<file path="config.mk">
export PLATFORM = sky130hd
export DESIGN_NAME = hazard_ctrl_flat
export DESIGN_NICKNAME = d
export VERILOG_FILES = /design/src/rtl/hazard_ctrl_if.sv /design/src/rtl/hazard_ctrl.sv /design/src/flat_wrapper.sv
export SDC_FILE = /design/constraint.sdc
export NUM_CORES = 1
export LEC_CHECK = 0
export ABC_AREA = 0
export CORE_AREA = 2 2 81 115
export CTS_CLUSTER_DIAMETER = 30
export DETAILED_ROUTE_END_ITERATION = 10
export DIE_AREA = 0 0 83 117
export DONT_BUFFER_PORTS = 1
export MAX_ROUTING_LAYER = met4
export PLACE_DENSITY_LB_ADDON = 0.12
export SLEW_MARGIN = 20
export SYNTH_ARGS = -nofsm -noshare
export SYNTH_HDL_FRONTEND = slang
export SYNTH_SLANG_ARGS = --single-unit
</file>
<file path="constraint.sdc">
create_clock -name clk -period 7.5 [get_ports clk]
set_input_delay 0.75 -clock clk [delete_from_list [all_inputs] [get_ports clk]]
set_output_delay 0.75 -clock clk [all_outputs]
set_load 0.005 [all_outputs]
</file>
<file path="src/rtl/hazard_ctrl_if.sv">
//==============================================================================
// hazard_ctrl_if : datapath <-> hazard controller signal bundle
// Rev 1.0
//==============================================================================
`default_nettype none

interface hazard_ctrl_if;
  logic [4:0] Rs1D;
  logic [4:0] Rs2D;
  logic [4:0] RdD;
  logic       RegWriteD;
  logic [1:0] ResultSrcD;
  logic       MemAccessD;
  logic       PCSrcE;
  logic       mem_ready;

  logic       StallF;
  logic       StallD;
  logic       StallE;
  logic       StallM;
  logic       FlushD;
  logic       FlushE;
  logic [1:0] ForwardAE;
  logic [1:0] ForwardBE;
  logic       mem_req;
  logic       mem_err;
  logic [15:0] stall_cnt;

  // Datapath side
  modport master (
    output Rs1D, Rs2D, RdD, RegWriteD, ResultSrcD, MemAccessD, PCSrcE, mem_ready,
    input  StallF, StallD, StallE, StallM, FlushD, FlushE,
    input  ForwardAE, ForwardBE, mem_req, mem_err, stall_cnt
  );

  // Hazard controller side
  modport slave (
    input  Rs1D, Rs2D, RdD, RegWriteD, ResultSrcD, MemAccessD, PCSrcE, mem_ready,
    output StallF, StallD, StallE, StallM, FlushD, FlushE,
    output ForwardAE, ForwardBE, mem_req, mem_err, stall_cnt
  );
endinterface

`default_nettype wire

</file>
<file path="src/rtl/hazard_ctrl.sv">
//==============================================================================
// hazard_ctrl : RV32I hazard controller - shadow E/M/W tags, stall/flush,
//               forwarding selects and data-memory wait FSM with watchdog
// Rev 1.0
//==============================================================================
`default_nettype none

module hazard_ctrl #(
  parameter int WIDTH   = 32,
  parameter int TIMEOUT = 255
) (
  input  wire logic     clk,
  input  wire logic     rst,
  hazard_ctrl_if.slave  bus
);

  typedef enum logic [0:0] {
    ST_RUN  = 1'b0,
    ST_WAIT = 1'b1
  } state_t;

  localparam int unsigned c_sat_w     = (WIDTH < 16) ? ((WIDTH < 1) ? 1 : WIDTH) : 16;
  localparam logic [15:0] c_stall_max = 16'hFFFF >> (16 - c_sat_w);
  localparam logic [7:0]  c_timeout   = 8'(TIMEOUT);
  localparam logic [1:0]  c_fwd_rf    = 2'b00;
  localparam logic [1:0]  c_fwd_wb    = 2'b01;
  localparam logic [1:0]  c_fwd_mem   = 2'b10;
  localparam logic [1:0]  c_src_load  = 2'b01;

  state_t      state_q, state_d;
  logic [7:0]  wait_cnt_q, wait_cnt_d;
  logic        mem_err_q, mem_err_d;
  logic [15:0] stall_cnt_q, stall_cnt_d;

  logic [4:0]  e_rs1_q, e_rs1_d;
  logic [4:0]  e_rs2_q, e_rs2_d;
  logic [4:0]  e_rd_q, e_rd_d;
  logic        e_regwrite_q, e_regwrite_d;
  logic        e_isload_q, e_isload_d;
  logic        e_memaccess_q, e_memaccess_d;
  logic [4:0]  m_rd_q, m_rd_d;
  logic        m_regwrite_q, m_regwrite_d;
  logic        m_memaccess_q, m_memaccess_d;
  logic [4:0]  wb_rd_q, wb_rd_d;
  logic        wb_regwrite_q, wb_regwrite_d;

  logic        freeze;
  logic        load_use;
  logic        stall_f, stall_d, stall_e, stall_m;
  logic        flush_d, flush_e;
  logic [1:0]  fwd_a, fwd_b;

  // Memory wait FSM; a watchdog abort releases the freeze like mem_ready would
  always_comb begin
    state_d    = state_q;
    wait_cnt_d = wait_cnt_q;
    mem_err_d  = mem_err_q;
    freeze     = 1'b0;
    case (state_q)
      ST_RUN: begin
        if (m_memaccess_q && !bus.mem_ready) begin
          freeze     = 1'b1;
          state_d    = ST_WAIT;
          wait_cnt_d = 8'd0;
        end
      end
      ST_WAIT: begin
        wait_cnt_d = wait_cnt_q + 8'd1;
        if (bus.mem_ready) begin
          state_d = ST_RUN;
        end else if (wait_cnt_d >= c_timeout) begin
          state_d   = ST_RUN;
          mem_err_d = 1'b1;
        end else begin
          freeze = 1'b1;
        end
      end
      default: begin
        state_d = ST_RUN;
      end
    endcase
  end

  // Stall/flush priority: memory freeze > taken branch > load-use
  always_comb begin
    load_use = e_isload_q && (e_rd_q != 5'd0) &&
               ((e_rd_q == bus.Rs1D) || (e_rd_q == bus.Rs2D));
    stall_f  = 1'b0;
    stall_d  = 1'b0;
    stall_e  = 1'b0;
    stall_m  = 1'b0;
    flush_d  = 1'b0;
    flush_e  = 1'b0;
    if (freeze) begin
      stall_f = 1'b1;
      stall_d = 1'b1;
      stall_e = 1'b1;
      stall_m = 1'b1;
    end else if (bus.PCSrcE) begin
      flush_d = 1'b1;
      flush_e = 1'b1;
    end else if (load_use) begin
      stall_f = 1'b1;
      stall_d = 1'b1;
      flush_e = 1'b1;
    end
  end

  always_comb begin
    fwd_a = c_fwd_rf;
    fwd_b = c_fwd_rf;
    if (m_regwrite_q && (m_rd_q != 5'd0) && (m_rd_q == e_rs1_q)) begin
      fwd_a = c_fwd_mem;
    end else if (wb_regwrite_q && (wb_rd_q != 5'd0) && (wb_rd_q == e_rs1_q)) begin
      fwd_a = c_fwd_wb;
    end
    if (m_regwrite_q && (m_rd_q != 5'd0) && (m_rd_q == e_rs2_q)) begin
      fwd_b = c_fwd_mem;
    end else if (wb_regwrite_q && (wb_rd_q != 5'd0) && (wb_rd_q == e_rs2_q)) begin
      fwd_b = c_fwd_wb;
    end
  end

  // Shadow pipeline: frozen cycles hold E/M and drain a bubble into W
  always_comb begin
    e_rs1_d       = e_rs1_q;
    e_rs2_d       = e_rs2_q;
    e_rd_d        = e_rd_q;
    e_regwrite_d  = e_regwrite_q;
    e_isload_d    = e_isload_q;
    e_memaccess_d = e_memaccess_q;
    m_rd_d        = m_rd_q;
    m_regwrite_d  = m_regwrite_q;
    m_memaccess_d = m_memaccess_q;
    wb_rd_d       = 5'd0;
    wb_regwrite_d = 1'b0;
    if (!freeze) begin
      if (flush_e) begin
        e_rs1_d       = 5'd0;
        e_rs2_d       = 5'd0;
        e_rd_d        = 5'd0;
        e_regwrite_d  = 1'b0;
        e_isload_d    = 1'b0;
        e_memaccess_d = 1'b0;
      end else begin
        e_rs1_d       = bus.Rs1D;
        e_rs2_d       = bus.Rs2D;
        e_rd_d        = bus.RdD;
        e_regwrite_d  = bus.RegWriteD;
        e_isload_d    = (bus.ResultSrcD == c_src_load);
        e_memaccess_d = bus.MemAccessD;
      end
      m_rd_d        = e_rd_q;
      m_regwrite_d  = e_regwrite_q;
      m_memaccess_d = e_memaccess_q;
      wb_rd_d       = m_rd_q;
      wb_regwrite_d = m_regwrite_q;
    end
  end

  always_comb begin
    stall_cnt_d = stall_cnt_q;
    if (stall_f && (stall_cnt_q != c_stall_max)) begin
      stall_cnt_d = stall_cnt_q + 16'd1;
    end
  end

  always_ff @(posedge clk or posedge rst) begin
    if (rst) begin
      state_q       <= ST_RUN;
      wait_cnt_q    <= 8'd0;
      mem_err_q     <= 1'b0;
      stall_cnt_q   <= 16'd0;
      e_rs1_q       <= 5'd0;
      e_rs2_q       <= 5'd0;
      e_rd_q        <= 5'd0;
      e_regwrite_q  <= 1'b0;
      e_isload_q    <= 1'b0;
      e_memaccess_q <= 1'b0;
      m_rd_q        <= 5'd0;
      m_regwrite_q  <= 1'b0;
      m_memaccess_q <= 1'b0;
      wb_rd_q       <= 5'd0;
      wb_regwrite_q <= 1'b0;
    end else begin
      state_q       <= state_d;
      wait_cnt_q    <= wait_cnt_d;
      mem_err_q     <= mem_err_d;
      stall_cnt_q   <= stall_cnt_d;
      e_rs1_q       <= e_rs1_d;
      e_rs2_q       <= e_rs2_d;
      e_rd_q        <= e_rd_d;
      e_regwrite_q  <= e_regwrite_d;
      e_isload_q    <= e_isload_d;
      e_memaccess_q <= e_memaccess_d;
      m_rd_q        <= m_rd_d;
      m_regwrite_q  <= m_regwrite_d;
      m_memaccess_q <= m_memaccess_d;
      wb_rd_q       <= wb_rd_d;
      wb_regwrite_q <= wb_regwrite_d;
    end
  end

  assign bus.StallF    = stall_f;
  assign bus.StallD    = stall_d;
  assign bus.StallE    = stall_e;
  assign bus.StallM    = stall_m;
  assign bus.FlushD    = flush_d;
  assign bus.FlushE    = flush_e;
  assign bus.ForwardAE = fwd_a;
  assign bus.ForwardBE = fwd_b;
  assign bus.mem_req   = m_memaccess_q;
  assign bus.mem_err   = mem_err_q;
  assign bus.stall_cnt = stall_cnt_q;

endmodule

`default_nettype wire

</file>
<file path="src/flat_wrapper.sv">
// flat-port wrapper written by rule: the top's interface ports become plain ports
module hazard_ctrl_flat 
#(
  parameter int WIDTH   = 32,
  parameter int TIMEOUT = 255
)
  (clk, rst, bus_Rs1D, bus_Rs2D, bus_RdD, bus_RegWriteD, bus_ResultSrcD, bus_MemAccessD, bus_PCSrcE, bus_mem_ready, bus_StallF, bus_StallD, bus_StallE, bus_StallM, bus_FlushD, bus_FlushE, bus_ForwardAE, bus_ForwardBE, bus_mem_req, bus_mem_err, bus_stall_cnt);
  hazard_ctrl_if bus_i ();
  input  wire logic clk;
  input  wire logic rst;
  input wire logic [$bits(bus_i.Rs1D)-1:0] bus_Rs1D;
  input wire logic [$bits(bus_i.Rs2D)-1:0] bus_Rs2D;
  input wire logic [$bits(bus_i.RdD)-1:0] bus_RdD;
  input wire logic [$bits(bus_i.RegWriteD)-1:0] bus_RegWriteD;
  input wire logic [$bits(bus_i.ResultSrcD)-1:0] bus_ResultSrcD;
  input wire logic [$bits(bus_i.MemAccessD)-1:0] bus_MemAccessD;
  input wire logic [$bits(bus_i.PCSrcE)-1:0] bus_PCSrcE;
  input wire logic [$bits(bus_i.mem_ready)-1:0] bus_mem_ready;
  output wire logic [$bits(bus_i.StallF)-1:0] bus_StallF;
  output wire logic [$bits(bus_i.StallD)-1:0] bus_StallD;
  output wire logic [$bits(bus_i.StallE)-1:0] bus_StallE;
  output wire logic [$bits(bus_i.StallM)-1:0] bus_StallM;
  output wire logic [$bits(bus_i.FlushD)-1:0] bus_FlushD;
  output wire logic [$bits(bus_i.FlushE)-1:0] bus_FlushE;
  output wire logic [$bits(bus_i.ForwardAE)-1:0] bus_ForwardAE;
  output wire logic [$bits(bus_i.ForwardBE)-1:0] bus_ForwardBE;
  output wire logic [$bits(bus_i.mem_req)-1:0] bus_mem_req;
  output wire logic [$bits(bus_i.mem_err)-1:0] bus_mem_err;
  output wire logic [$bits(bus_i.stall_cnt)-1:0] bus_stall_cnt;
  assign bus_i.Rs1D = bus_Rs1D;
  assign bus_i.Rs2D = bus_Rs2D;
  assign bus_i.RdD = bus_RdD;
  assign bus_i.RegWriteD = bus_RegWriteD;
  assign bus_i.ResultSrcD = bus_ResultSrcD;
  assign bus_i.MemAccessD = bus_MemAccessD;
  assign bus_i.PCSrcE = bus_PCSrcE;
  assign bus_i.mem_ready = bus_mem_ready;
  assign bus_StallF = bus_i.StallF;
  assign bus_StallD = bus_i.StallD;
  assign bus_StallE = bus_i.StallE;
  assign bus_StallM = bus_i.StallM;
  assign bus_FlushD = bus_i.FlushD;
  assign bus_FlushE = bus_i.FlushE;
  assign bus_ForwardAE = bus_i.ForwardAE;
  assign bus_ForwardBE = bus_i.ForwardBE;
  assign bus_mem_req = bus_i.mem_req;
  assign bus_mem_err = bus_i.mem_err;
  assign bus_stall_cnt = bus_i.stall_cnt;
  hazard_ctrl #(.WIDTH(WIDTH), .TIMEOUT(TIMEOUT)) u_core (.clk(clk), .rst(rst), .bus(bus_i));
endmodule
</file>
==> impl_metrics.json <==
{
  "clock_latency_ps": 320,
  "crit_required_ps": 6750,
  "cts_resized": 0,
  "crit_path_end_kind": "output port",
  "switchingPower_uw": 477,
  "finalMaxSlewViolations": 0,
  "htreeDepth": 3,
  "drv_cap": 0,
  "ys_seq_area_share_pct": 47.9,
  "rows": 41,
  "hold_viol": 0,
  "synth-async-reset-ratio_pct": 100,
  "cts_tree": "done",
  "port_buffers": 0,
  "clk_pin_slew_ps": 50,
  "slowest_delay_ps": 520,
  "fin_worst_skew_ps": 8.22,
  "start_util_pct": 33.9,
  "yosys.area_share.simple_pct": 13.1,
  "yosys_warnings": 0,
  "maxSlewHeadroom_pct": 41.9,
  "critPathKind": "reg -> out",
  "synthAdderAreaFrac_pct": 1.26,
  "synth_compound_gate_area_share_pct": 16.0,
  "die-height_um": 117,
  "grt_usage_pct": 15.7,
  "final_cell_mix": "57 x dfrtp_1, 24 x xor2_1, 19 x xnor2_1, 17 x nor2_1, 17 x a22o_1",
  "root_buffer": "clkbuf_16",
  "irDropWorstVdd_v": 0.000147,
  "top_level_ports": 51,
  "synth_xor_area_share_pct": 12.7,
  "grt_pass1_vias": 2121,
  "power_frac_clock_pct": 32.7,
  "path_cells": "ha_1 -> a21oi_1 -> mux2i_1 -> o21ai_2 -> o221ai_4 -> buf_4",
  "core_um2": 8770,
  "intPower_uw": 849,
  "tns_ps": 0,
  "report.power.total_uw": 1330,
  "setup_viol": 0,
  "vias": 2069,
  "slowest_stage": "o221ai_4",
  "p_leak_uw": 0.00151,
  "cts_buffers": 9,
  "avgSynthCellArea_um2": 10.7,
  "synth_top_family_by_area": "compound AO/OA/AOI/OAI gates",
  "synth-seq-cells": 57,
  "clockBufferDepth": 2,
  "wire_per_inst_um": 18.6,
  "power.share.switching_pct": 36.0,
  "synthFlopType": "dfrtp_1",
  "rsz0062_at_grt": "false",
  "worstPathMaxFanout": 34,
  "grt_start_max_net_pins": 58,
  "drive_gt1_share_pct": 8.57,
  "final_area_um2": 3350,
  "drc": 0,
  "gp_congestion": 0.831,
  "routed_wl_um": 7210,
  "post-route-util_pct": 38.2,
  "synth_nets": 304,
  "start_kind": "flop",
  "cts_hold_buf": 0,
  "power_frac_comb_pct": 26.7,
  "syn2layout_area_growth_pct": 12.7,
  "cts.sinks": 57,
  "synthesis.area_um2": 2980,
  "antenna_found_initial": 0,
  "dr.pass1.iters": 4,
  "dr.first_iter.drc_count": 90,
  "synth_mux_area_share_pct": 4.08,
  "synth_edf_count": 0,
  "synth_cell_types": 46,
  "worstMarginPinSlew_ps": 867,
  "hpwl_um": 4940,
  "place_area_um2": 3040,
  "timing.fmax_ghz": 0.303,
  "drtAntennaViolNets": 0,
  "period_minus_slack_ps": 3300,
  "nets": 301,
  "postCtsSetupBuffers": 0,
  "power_density_nw_per_um2": 396,
  "critical_path_arrival_ps": 2550,
  "die-area_um2": 9710,
  "hp-class": "reg -> reg",
  "synth_cells": 278,
  "layout_commonest_cell": "dfrtp_1",
  "antenna_cells": 0,
  "fill_cells": 865,
  "hold_slack_ps": 497,
  "die_w_um": 83,
  "grt_first_pass_wirelength_um": 11400,
  "status": "finished clean",
  "routed_via_density": 5.35,
  "fin_crit_sh_pct": 44.0,
  "seq_power_share_pct": 40.6,
  "gr-total-overflow": 0
}
==> Yosys cell counts (5+ instances only) <==
| library cell | number | area [µm²] |
|---|---|---|
| a22o_1 | 17 | 149 |
| and3_1 | 7 | 43.8 |
| buf_2 | 9 | 45.0 |
| dfrtp_1 | 57 | 1430 |
| inv_1 | 14 | 52.6 |
| mux2_1 | 8 | 90.1 |
| nand2_1 | 8 | 30.0 |
| nand3_1 | 9 | 45.0 |
| nand4_1 | 6 | 37.5 |
| nor2_1 | 17 | 63.8 |
| o2111ai_1 | 6 | 52.6 |
| o211ai_1 | 7 | 52.6 |
| o21ai_0 | 14 | 70.1 |
| or4_1 | 5 | 37.5 |
| xnor2_1 | 19 | 166 |
| xor2_1 | 24 | 210 |
==> area by class of cell <==
type                    count  area (µm²)  share of cell area, %
flip-flops and latches     57        1430                   42.6
multi-input cells         191        1410                   42.1
clock buffers              10         229                   6.83
well taps                 107         134                   3.99
clock inverters             6        82.6                   2.46
inverters                  14        52.6                   1.57
repair buffers              2        15.0                  0.448
==> power by group through the flow <==
stage	Combinational, µW	Sequential (µW)	Clock, µW
floorplan	326	484	0
global placement	355	548	0
detailed placement	358	547	0
CTS	360	542	445
global route	402	552	462
finish	354	539	434
==> cell families after synthesis <==
kind of cell | Yosys count
simple gates | 70
compound gates | 64
flops | 57
xor+xnor | 43
buf+inv | 30
mux | 11
fa+ha+maj | 3
==> worst max-delay path, delay by kind of cell (launching register included) <==
family,cells,cell delay (ps)
adder cells (fa/ha/maj),1,370
buffers and inverters,1,480
flip-flops,1,420
AO/OA/AOI/OAI,3,730
multiplexers,1,190
==> through the flow <==
stage,cells,worst slack [ps]
after global placement,371,4500
after global routing,387,4000
final,387,4200
after CTS,387,4170
after floorplan,278,4520
after detailed placement,371,4500
==> metal layers <==
layer	wire length [µm]	part of all wire [%]	vias up	GRT usage, %
met5	0	0	-	-
met4	172	2.4	0	6.45
met1	3000	42	1010	17.5
met3	381	5.3	12	4.98
li1	-	-	998	-
met2	3660	51	49	26.4
==> sequential cells by signal, indices dropped and copies added, names as in the netlist <==
name and flops:
u_core.m_rd_q 5, u_core.wb_rd_q 5, u_core.wait_cnt_q 8, u_core.m_regwrite_q 1
u_core.bus.mem_req 1, u_core.e_regwrite_q 1, u_core.state_q 1, u_core.e_memaccess_q 1
u_core.e_isload_q 1, u_core.e_rs1_q 5, u_core.e_rs2_q 5, u_core.wb_regwrite_q 1
u_core.e_rd_q 5, u_core.bus.mem_err 1, u_core.bus.stall_cnt 16
==> worst paths after layout <==
kind | startpoint | cells past startpoint | end | slack [ps]
setup / recovery | u_core.wait_cnt_q[0] | 6 | bus_StallM | 4200
hold / removal | u_core.e_regwrite_q | 1 | u_core.m_regwrite_q | 500
setup reg to reg | u_core.wait_cnt_q[0] | 7 | u_core.bus.stall_cnt[1] | 4660
hold reg to reg | u_core.e_regwrite_q | 1 | u_core.m_regwrite_q | 500
max in group asynchronous | rst | 2 | u_core.bus.stall_cnt[0] | 6480
min in group asynchronous | rst | 2 | u_core.wait_cnt_q[6] | 510
Power figures use the tool's default switching activity.
